`config.mk`:
```
export PLATFORM = sky130hd
export DESIGN_NAME = sub_arbiter
export DESIGN_NICKNAME = d
export VERILOG_FILES = /design/src/rtl/sub_arbiter.sv
export SDC_FILE = /design/constraint.sdc
export NUM_CORES = 1
export LEC_CHECK = 0
export BUFFER_PORTS_ARGS = -buffer_cell sky130_fd_sc_hd__buf_2
export CAP_MARGIN = 15
export CORE_AREA = 3 3 112 93
export DETAILED_ROUTE_END_ITERATION = 7
export DIE_AREA = 0 0 115 96
export GPL_TIMING_DRIVEN = 0
export PLACE_DENSITY = 0.85
export SLEW_MARGIN = 20
export SYNTH_ARGS = -nofsm -noshare
export SYNTH_HDL_FRONTEND = slang
export SYNTH_SLANG_ARGS = --single-unit
```
`constraint.sdc`:
```
create_clock -name clock -period 2.04 [get_ports clock]
set_input_delay 0.102 -clock clock [delete_from_list [all_inputs] [get_ports clock]]
set_output_delay 0.102 -clock clock [all_outputs]
set_load 0.02 [all_outputs]
```
`src/rtl/sub_arbiter.sv`:
```
// rtl/sub_arbiter.sv - round-robin front end sharing one registered subtract/compare unit
//
// Purpose:
//   Arbitrates NREQ requesters onto a single external subtractor (left - right
//   plus an unsigned left<right flag). One operation is in flight at a time:
//   the winner's operands are registered onto sub_left/sub_right, the block
//   waits SUB_LAT cycles for the unit, captures its result and returns it
//   tagged with the requester ID.
//
// Ports:
//   clock          rising-edge clock
//   nreset         asynchronous active-low reset
//   req            per-requester request level
//   left_bus       minuend per requester, requester i at [i*WORD_WIDTH +: WORD_WIDTH]
//   right_bus      subtrahend per requester, same packing
//   gnt            one-hot single-cycle grant (operands accepted)
//   busy           high from the grant cycle through the response cycle
//   rsp_valid      single-cycle response strobe
//   rsp_id         requester owning the response
//   rsp_data       left - right modulo 2**WORD_WIDTH
//   rsp_neg        left < right (unsigned)
//   sub_left       subtractor left operand
//   sub_right      subtractor right operand
//   sub_data_in    subtractor difference
//   sub_compare_in subtractor compare flag

module sub_arbiter #(
    parameter int WORD_WIDTH = 16,
    parameter int NREQ       = 4,
    parameter int IDW        = 2,
    parameter int SUB_LAT    = 1
) (
    input  logic                       clock,
    input  logic                       nreset,
    input  logic [NREQ-1:0]            req,
    input  logic [NREQ*WORD_WIDTH-1:0] left_bus,
    input  logic [NREQ*WORD_WIDTH-1:0] right_bus,
    output logic [NREQ-1:0]            gnt,
    output logic                       busy,
    output logic                       rsp_valid,
    output logic [IDW-1:0]             rsp_id,
    output logic [WORD_WIDTH-1:0]      rsp_data,
    output logic                       rsp_neg,
    output logic [WORD_WIDTH-1:0]      sub_left,
    output logic [WORD_WIDTH-1:0]      sub_right,
    input  logic [WORD_WIDTH-1:0]      sub_data_in,
    input  logic                       sub_compare_in
);

    typedef enum logic [1:0] {
        S_IDLE = 2'd0,
        S_WAIT = 2'd1,
        S_CAPT = 2'd2,
        S_RESP = 2'd3
    } state_t;

    // SUB_LAT is at most 7, so three bits cover the latency counter.
    localparam int            CW       = 3;
    localparam logic [CW-1:0] LAT_LOAD = CW'(SUB_LAT);

    state_t                 state_q,     state_d;
    logic [IDW-1:0]         ptr_q,       ptr_d;
    logic [CW-1:0]          cnt_q,       cnt_d;
    logic [IDW-1:0]         id_q,        id_d;
    logic [NREQ-1:0]        gnt_q,       gnt_d;
    logic                   busy_q,      busy_d;
    logic                   rsp_valid_q, rsp_valid_d;
    logic [IDW-1:0]         rsp_id_q,    rsp_id_d;
    logic [WORD_WIDTH-1:0]  rsp_data_q,  rsp_data_d;
    logic                   rsp_neg_q,   rsp_neg_d;
    logic [WORD_WIDTH-1:0]  sub_left_q,  sub_left_d;
    logic [WORD_WIDTH-1:0]  sub_right_q, sub_right_d;

    // Arbitration signals
    logic [NREQ-1:0]       below_ptr;
    logic [NREQ-1:0]       masked_req;
    logic [IDW-1:0]        first_masked;
    logic [IDW-1:0]        first_any;
    logic [IDW-1:0]        win_id;
    logic [NREQ-1:0]       win_onehot;
    logic [WORD_WIDTH-1:0] win_left;
    logic [WORD_WIDTH-1:0] win_right;
    logic [IDW-1:0]        ptr_next;

    // Round-robin pick: requests at or above the pointer take precedence;
    // if none of those are set the lowest request overall wins, which is the
    // wrap-around case of the upward scan.
    always_comb begin
        below_ptr = '0;
        for (int i = 0; i < NREQ; i++) begin
            below_ptr[i] = (IDW'(i) < ptr_q);
        end
        masked_req = req & ~below_ptr;

        first_masked = '0;
        first_any    = '0;
        for (int i = NREQ - 1; i >= 0; i--) begin
            if (masked_req[i]) begin
                first_masked = IDW'(i);
            end
            if (req[i]) begin
                first_any = IDW'(i);
            end
        end
        win_id = (|masked_req) ? first_masked : first_any;

        win_onehot = '0;
        win_left   = '0;
        win_right  = '0;
        for (int i = 0; i < NREQ; i++) begin
            if (IDW'(i) == win_id) begin
                win_onehot[i] = 1'b1;
                win_left      = left_bus[i*WORD_WIDTH +: WORD_WIDTH];
                win_right     = right_bus[i*WORD_WIDTH +: WORD_WIDTH];
            end
        end

        ptr_next = (win_id == IDW'(NREQ - 1)) ? '0 : win_id + IDW'(1);
    end

    // Next-state and registered-output logic
    always_comb begin
        state_d     = state_q;
        ptr_d       = ptr_q;
        cnt_d       = cnt_q;
        id_d        = id_q;
        gnt_d       = '0;
        busy_d      = busy_q;
        rsp_valid_d = 1'b0;
        rsp_id_d    = rsp_id_q;
        rsp_data_d  = rsp_data_q;
        rsp_neg_d   = rsp_neg_q;
        sub_left_d  = sub_left_q;
        sub_right_d = sub_right_q;

        unique case (state_q)
            S_IDLE: begin
                if (|req) begin
                    sub_left_d  = win_left;
                    sub_right_d = win_right;
                    gnt_d       = win_onehot;
                    id_d        = win_id;
                    busy_d      = 1'b1;
                    cnt_d       = LAT_LOAD;
                    ptr_d       = ptr_next;
                    state_d     = S_WAIT;
                end
            end

            S_WAIT: begin
                // The count was loaded with SUB_LAT, so leaving at 1 spends
                // exactly SUB_LAT cycles here; the <= guards a zero count.
                if (cnt_q <= CW'(1)) begin
                    cnt_d   = '0;
                    state_d = S_CAPT;
                end else begin
                    cnt_d = cnt_q - CW'(1);
                end
            end

            S_CAPT: begin
                rsp_data_d  = sub_data_in;
                rsp_neg_d   = sub_compare_in;
                rsp_id_d    = id_q;
                rsp_valid_d = 1'b1;
                state_d     = S_RESP;
            end

            S_RESP: begin
                // No arbitration here: requests are only evaluated in IDLE.
                busy_d  = 1'b0;
                state_d = S_IDLE;
            end

            default: begin
                state_d = S_IDLE;
            end
        endcase
    end

    always_ff @(posedge clock or negedge nreset) begin
        if (!nreset) begin
            state_q     <= S_IDLE;
            ptr_q       <= '0;
            cnt_q       <= '0;
            id_q        <= '0;
            gnt_q       <= '0;
            busy_q      <= 1'b0;
            rsp_valid_q <= 1'b0;
            rsp_id_q    <= '0;
            rsp_data_q  <= '0;
            rsp_neg_q   <= 1'b0;
            sub_left_q  <= '0;
            sub_right_q <= '0;
        end else begin
            state_q     <= state_d;
            ptr_q       <= ptr_d;
            cnt_q       <= cnt_d;
            id_q        <= id_d;
            gnt_q       <= gnt_d;
            busy_q      <= busy_d;
            rsp_valid_q <= rsp_valid_d;
            rsp_id_q    <= rsp_id_d;
            rsp_data_q  <= rsp_data_d;
            rsp_neg_q   <= rsp_neg_d;
            sub_left_q  <= sub_left_d;
            sub_right_q <= sub_right_d;
        end
    end

    assign gnt       = gnt_q;
    assign busy      = busy_q;
    assign rsp_valid = rsp_valid_q;
    assign rsp_id    = rsp_id_q;
    assign rsp_data  = rsp_data_q;
    assign rsp_neg   = rsp_neg_q;
    assign sub_left  = sub_left_q;
    assign sub_right = sub_right_q;

endmodule

```
# After elaboration in Yosys (flattened, before gate mapping)
# Cells that the tools add are included.
[totals] register_bits=66 output_inout_bits=57 word_cells=73
[op_classes] add_sub_neg=2 order_cmp=5 n_eq_ne=9 mux=33 bitwise_logic=2 reduce_logical=10
[ops] operator="$mux W16" n=8
[ops] operator="$mux W2" n=12
[ops] operator="$mux W4" n=2
[ops] operator="$pmux W2 S4" n=1
[ops] operator="$reduce_and A2 Y1" n=4
[ops] operator="$reduce_or A4 Y1" n=2
[ops] operator="$eq A2 B2 Y1 const B" n=3
[ops] operator="$mux W1" n=6
[ops] operator="$mux W3" n=2
[ops] operator="$pmux W3 S2" n=1
[ops] operator="$and A4 B4 Y4" n=1
[ops] operator="$eq A2 B2 Y1 const A" n=2
[ops] operator="$logic_not A2 Y1" n=2
[ops] operator="$lt A1 B2 Y1 const A" n=2
[ops] operator="$lt A2 B2 Y1 const A" n=2
[ops] operator="$ne A2 B2 Y1 const B" n=2
[ops] operator="$not A4 Y4" n=1
[ops] operator="$reduce_bool A2 Y1" n=2
[ops] operator="$le A3 B1 Y1 const B" n=1
[ops] operator="$sub A3 B1 Y3 const B" n=1
[ops] operator="$add A2 B1 Y2 const B" n=1
[ops] operator="$eq A1 B2 Y1 const A" n=1
[ops] operator="$eq A2 B1 Y1 const B" n=1
[ops] operator="$pmux W1 S2" n=1

# Depth between registers and ports, before layout
[logic_depth] ltp_word=13 ltp_mapped=11

# Worst setup path after synthesis
# No wires, ideal clock.
[synth_path] path_kind="register to register" start="register ptr_q[1]" end="register sub_left_q[10], in the netlist sub_left[10]" arrival_time_ns=2.134 slack_ns=-0.221 path_stages_with_launch=12 period_less_slack_ns=2.261 cell_sequence="dfrtp_1 > a21boi_0 > o22ai_1 > a31oi_1 > inv_1 > ha_1 > clkbuf_1 > clkbuf_1 > a21oi_1 > o21ai_0 > a221oi_1 > nor2_1"
[synth_via] elab_chain_cells=13 elab_cells_between_ends=20 classes_between="4 x order compare; 3 x eq/ne; 9 x mux; 2 x bitwise; 2 x reduce/logical"
[synth_rtl] item="start, declared" line="62" text="logic [IDW-1:0] ptr_q, ptr_d;"
[synth_rtl] item="start signal, assigned" line="197" text="ptr_q <= ptr_d;"
[synth_rtl] item="$lt A2 B2 Y1" line="91" text="below_ptr[i] = (IDW'(i) < ptr_q);"
[synth_rtl] item="$not A4 Y4 (*)" line="93" text="masked_req = req & ~below_ptr;"
[synth_rtl] item="$and A4 B4 Y4 (*)" line="93"
[synth_rtl] item="$mux W2 (4 in a row)" line="98" text="if (masked_req[i]) begin"
[synth_rtl] item="$mux W2 (*)" line="105" text="win_id = (|masked_req) ? first_masked : first_any;"
[synth_rtl] item="via win_id[0]" line="79" text="logic [IDW-1:0] win_id;"
[synth_rtl] item="$logic_not A2 Y1" line="111" text="if (IDW'(i) == win_id) begin"
[synth_rtl] item="$mux W16 (3 in a row)" line="111"
[synth_rtl] item="$mux W16 (*)" line="111"
[synth_rtl] item="end signal, assigned" line="206" text="sub_left_q <= sub_left_d;"
[synth_rtl] item="end, declared" line="71" text="logic [WORD_WIDTH-1:0] sub_left_q, sub_left_d;"
# The timed path passes the listed nets; every way through them passes the cells marked *.
# A chain may end at the register's enable or synchronous reset.

# Worst setup path in the final report
[layout_path] start="register ptr_q[0]" end="register sub_right_q[3], in the netlist sub_right[3]"
[layout_via] elab_chain_cells=13 elab_cells_between_ends=20 classes_between="4 x order compare; 3 x eq/ne; 9 x mux; 2 x bitwise; 2 x reduce/logical"
[layout_rtl] item="$lt A2 B2 Y1" line="91"
[layout_rtl] item="$not A4 Y4 (*)" line="93"
[layout_rtl] item="$and A4 B4 Y4 (*)" line="93"
[layout_rtl] item="$mux W2 (4 in a row)" line="98"
[layout_rtl] item="$mux W2 (*)" line="105"
[layout_rtl] item="via win_id[1]" line="79"
[layout_rtl] item="$logic_not A2 Y1" line="111"
[layout_rtl] item="$mux W16 (3 in a row)" line="111"
[layout_rtl] item="$mux W16 (*)" line="111"
[layout_rtl] item="end signal, assigned" line="207" text="sub_right_q <= sub_right_d;"
[layout_rtl] item="end, declared" line="72" text="logic [WORD_WIDTH-1:0] sub_right_q, sub_right_d;"
# Marked as above.

==> results by group <==
Route
  • Routed length per placed instance: between 15 and 20 um
  • Number of nets with antenna violations after detailed routing: 0
  • Number of iterations in the first detailed-routing pass: 5
  • Starting DRC count in detailed routing: roughly 250
  • Post-detailed-route DRC marker count: 0
  • Via count: 4,312
  • Vias per cell: 5.42
  • Detailed-route wire length: approximately 14,000 um

CTS
  • Clock Latency Late Sink: ~0.32 ns
  • CTS tree: built
  • Clock-pin slew of the registers on the worst-case setup and hold paths: ~0.06 ns
  • Number of sinks on the clock net: 66
  • Number of buffers created by CTS: 9
  • Cell chosen for the clock root: sky130_fd_sc_hd__clkbuf_16
  • Number of H-tree levels: 3
  • Bufs on Longest Clock Path: 2

GRT
  • Largest net degree at the start of global routing: 46
  • Antenna violations before repair: 0
  • Leftover overflow at the end of global routing: 0
  • Number of global-route vias before repair: ~4,300
  • Wire length of the first global-routing pass: 20,200 um
  • Overall Global Routing Usage: ~23%

Synthesis
  • Post-synthesis net count: 597
  • Fraction of the yosys area taken by sequential cells: between 40% and 50%
  • Netlist Area Pre-Place: around 3700 um^2
  • Synth Warn #: 0
  • Number of distinct library cells after synthesis: 35
  • Share of async-settable or async-resettable flops after synthesis: 100%
  • Primary FF master, synth: sky130_fd_sc_hd__dfrtp_1
  • Mean cell area of the mapped netlist: between 8 and 9 um^2
  • Post-synth EDFFs: 0
  • Post-synthesis cell count: between 400 and 500
  • FF+latch count, synth: 66

Cells and area
  • Final antenna diode count: 0
  • Fillers: 775
  • Growth of design area from synthesis to finish: 61.6%
  • Most common library cell in the layout ignoring fill and taps: sky130_fd_sc_hd__buf_2
  • Final cell utilization of the core: 63.4%
  • Fraction of layout cells with a size suffix above 1: 54.1%
  • Final #Nets: roughly 830
  • Top library cells by usage in the layout, fill and taps aside: sky130_fd_sc_hd__buf_2 (210), sky130_fd_sc_hd__dfrtp_1 (66), sky130_fd_sc_hd__nor2_1 (65), sky130_fd_sc_hd__inv_1 (39), sky130_fd_sc_hd__nand2_1 (38)

Critical path
  • Required time of the critical path: 2.24 ns
  • Crit path launch type: flop
  • CP Data Arrival Time: 2.51 ns
  • Largest fanout on the critical path: 10
  • Category of the worst setup path capture point: flop
  • Maximum single-stage delay on the critical path: between 0.4 and 0.5 ns
  • Worst Path Class, Setup: reg -> reg
  • Most repeated library cell on the critical path: sky130_fd_sc_hd__buf_8
  • Cell at the slowest stage of the critical path: sky130_fd_sc_hd__dfrtp_1
  • Critical-path cell list: nand3b_1, o21ai_0, a221o_1, inv_2, ha_4, clkbuf_16, buf_8, buf_8, a21oi_1, a221oi_1, nor2_1
  • Crit path buffers/inverters: 4
  • Category of cells accounting for the largest share of critical-path delay: compound AO/OA/AOI/OAI gates

Floorplanning
  • Die ar.: 11,000 um^2
  • Standard-cell rows: 32
  • Die outline height: ~96 um
  • Area inside the core boundary: 9450 um^2
  • DIE WIDTH: roughly 120 um
  • Initial standard-cell utilization of the core: 39.2%
  • Top Ports: ~210

Pwr
  • Switching power total: about 4.4 mW
  • Power density cells: ~1600 nW/um^2
  • Leakage power figure: approximately 3 nW
  • Internal power consumption: roughly 5.5 mW
  • Switching part of the total power: about 44%
  • Sequential power share: approximately a quarter
  • Maximum ir drop on the vdd rail: 754 uV
  • Relative contribution of the clock network to total power: ~17%
  • Combinational fraction of design power: about three fifths

Timing
  • Slew of the pin with the lowest slew margin: between 0.5 and 0.6 ns
  • Unrepaired setup endpoints after global routing: yes
  • Final period utilization: 113%
  • Final critical-path required period: 2.31 ns
  • Final-report hold violation count: 0
  • Achievable Freq: ~430 MHz
  • Largest clock skew in the final design: 0.00638 ns
  • Worst slew margin: a little over three fifths
  • Least setup slack across all paths after layout: -0.273 ns
  • Summed negative setup slack over all endpoints: -5.54 ns
  • Final setup violation count: 32
  • Max Transition Viols Final: 0

Place
  • Half-perimeter wire length of the detailed placement result: ~10,000 um
  • Routability Congestion: 0.906
  • PortBufs: about 210

Worst hold path
  • Kind of path behind the tightest hold check: in -> reg

Run
  • Max-cap check violation count: 0

Status
  • Violated checks: negative setup slack
  • Result of the run: complete, but fails checks
==> Yosys cell counts, types with 2 or more instances <==
cell type,n,area [um^2]
sky130_fd_sc_hd__a21oi_1,67,335
sky130_fd_sc_hd__dfrtp_1,66,1650
sky130_fd_sc_hd__nor2_1,65,244
sky130_fd_sc_hd__inv_1,41,154
sky130_fd_sc_hd__nand2_1,38,143
sky130_fd_sc_hd__o21ai_0,35,175
sky130_fd_sc_hd__a221oi_1,32,280
sky130_fd_sc_hd__clkbuf_1,22,82.6
sky130_fd_sc_hd__mux2_2,20,225
sky130_fd_sc_hd__ha_1,10,125
sky130_fd_sc_hd__buf_1,6,22.5
sky130_fd_sc_hd__and3_1,4,25.0
sky130_fd_sc_hd__buf_2,4,20.0
sky130_fd_sc_hd__buf_6,3,33.8
sky130_fd_sc_hd__a211o_1,2,17.5
sky130_fd_sc_hd__mux2i_1,2,20.0
==> path summary, 6_finish.rpt <==
check | start | endpoint | cells past startpoint | slack (ns)
max in group asynchronous | nreset | sub_left[14] | 3 | 1.29
min | sub_data_in[1] | rsp_data[1] | 2 | 0.01
max | ptr_q[0] | sub_right[3] | 11 | -0.27
max reg2reg | ptr_q[0] | sub_right[3] | 11 | -0.27
min reg2reg | sub_right[13] | sub_right[13] | 2 | 0.50
min in group asynchronous | nreset | sub_left[0] | 2 | 0.22
==> kinds of logic after synthesis <==
| group | synth area share (%) |
|---|---|
| flip-flops | 44.6 |
| buffers and inverters | 8.44 |
| AO/OA/AOI/OAI | 24.0 |
| multiplexers | 7.02 |
| adder cells (fa/ha/maj) | 3.38 |
| AND/OR/NAND/NOR | 12.6 |
==> state kept, by name, summed over array words and instances (netlist names) <==
| signal | flops |
|---|---|
| rsp_data | 16 |
| sub_left | 16 |
| sub_right | 16 |
| gnt | 4 |
| cnt_q | 3 |
| id_q | 2 |
| ptr_q | 2 |
| rsp_id | 2 |
| state_q | 2 |
| busy | 1 |
| rsp_neg | 1 |
| rsp_valid | 1 |
==> per-stage QoR <==
| step | setup WS (ns) | std cells | cell area [um^2] | power (mW) | hold WS [ns] |
|---|---|---|---|---|---|
| 4_1_cts | -0.250 | 792 | 5710 | 9.37 | 0.00290 |
| 2_1_floorplan | -0.000662 | 436 | 3760 | 5.50 | -0.194 |
| 3_3_place_gp | -0.274 | 762 | 4950 | 6.86 | 0.334 |
| 6_report | -0.273 | 795 | 5990 | 9.87 | 0.0126 |
| 3_5_place_dp | -0.439 | 763 | 4980 | 7.08 | 0.0283 |
| 5_1_grt | -0.344 | 795 | 5990 | 10.5 | 0.00977 |
==> worst register-to-register path, delay by kind of cell (launching register included) <==
kind | cells | cell delay [ns]
buffers and inverters | 4 | 0.56
and+or+nand+nor | 2 | 0.17
AOI/OAI and AO/OA | 4 | 0.86
DFF | 1 | 0.43
adders and majority gates | 1 | 0.16
==> timing repair <==
action,in CTS,in global routing
setup endpoints to repair,34,35
hold endpoints to repair,21,0
hold buffers,1,0
cloned,2,0
setup buffers,10,4
resized for setup,79,68
pin swaps,36,30
==> cell type report <==
class / instances / area (um^2) / share of cell area [%]
repair buffers: 225 / 1230 / 20.5
clock inverters: 7 / 92.6 / 1.55
well taps: 119 / 149 / 2.49
clock buffers: 9 / 225 / 3.76
plain buffers: 34 / 369 / 6.16
inverters: 41 / 154 / 2.57
flip-flops and latches: 66 / 1650 / 27.6
multi-input cells: 294 / 2120 / 35.4
==> power groups by stage <==
stage / registers [mW] / clock network (mW) / logic [mW]
floorplan: 3.00 / 0 / 2.49
global placement: 2.30 / 0 / 4.56
detailed placement: 2.35 / 0 / 4.74
CTS: 2.33 / 1.68 / 5.36
global route: 2.40 / 1.72 / 6.35
finish: 2.33 / 1.64 / 5.89
==> metal layers <==
| layer | vias to the layer above | track usage (%) | part of all wire [%] |
|---|---|---|---|
| met5 | - | 0 | 0 |
| met4 | 0 | 8.99 | 2.0 |
| met3 | 26 | 4.59 | 6.6 |
| met2 | 213 | 42.0 | 52 |
| met1 | 2089 | 27.3 | 39 |
| li1 | 1984 | - | - |
No activity file was read; power rests on OpenSTA's default activity.
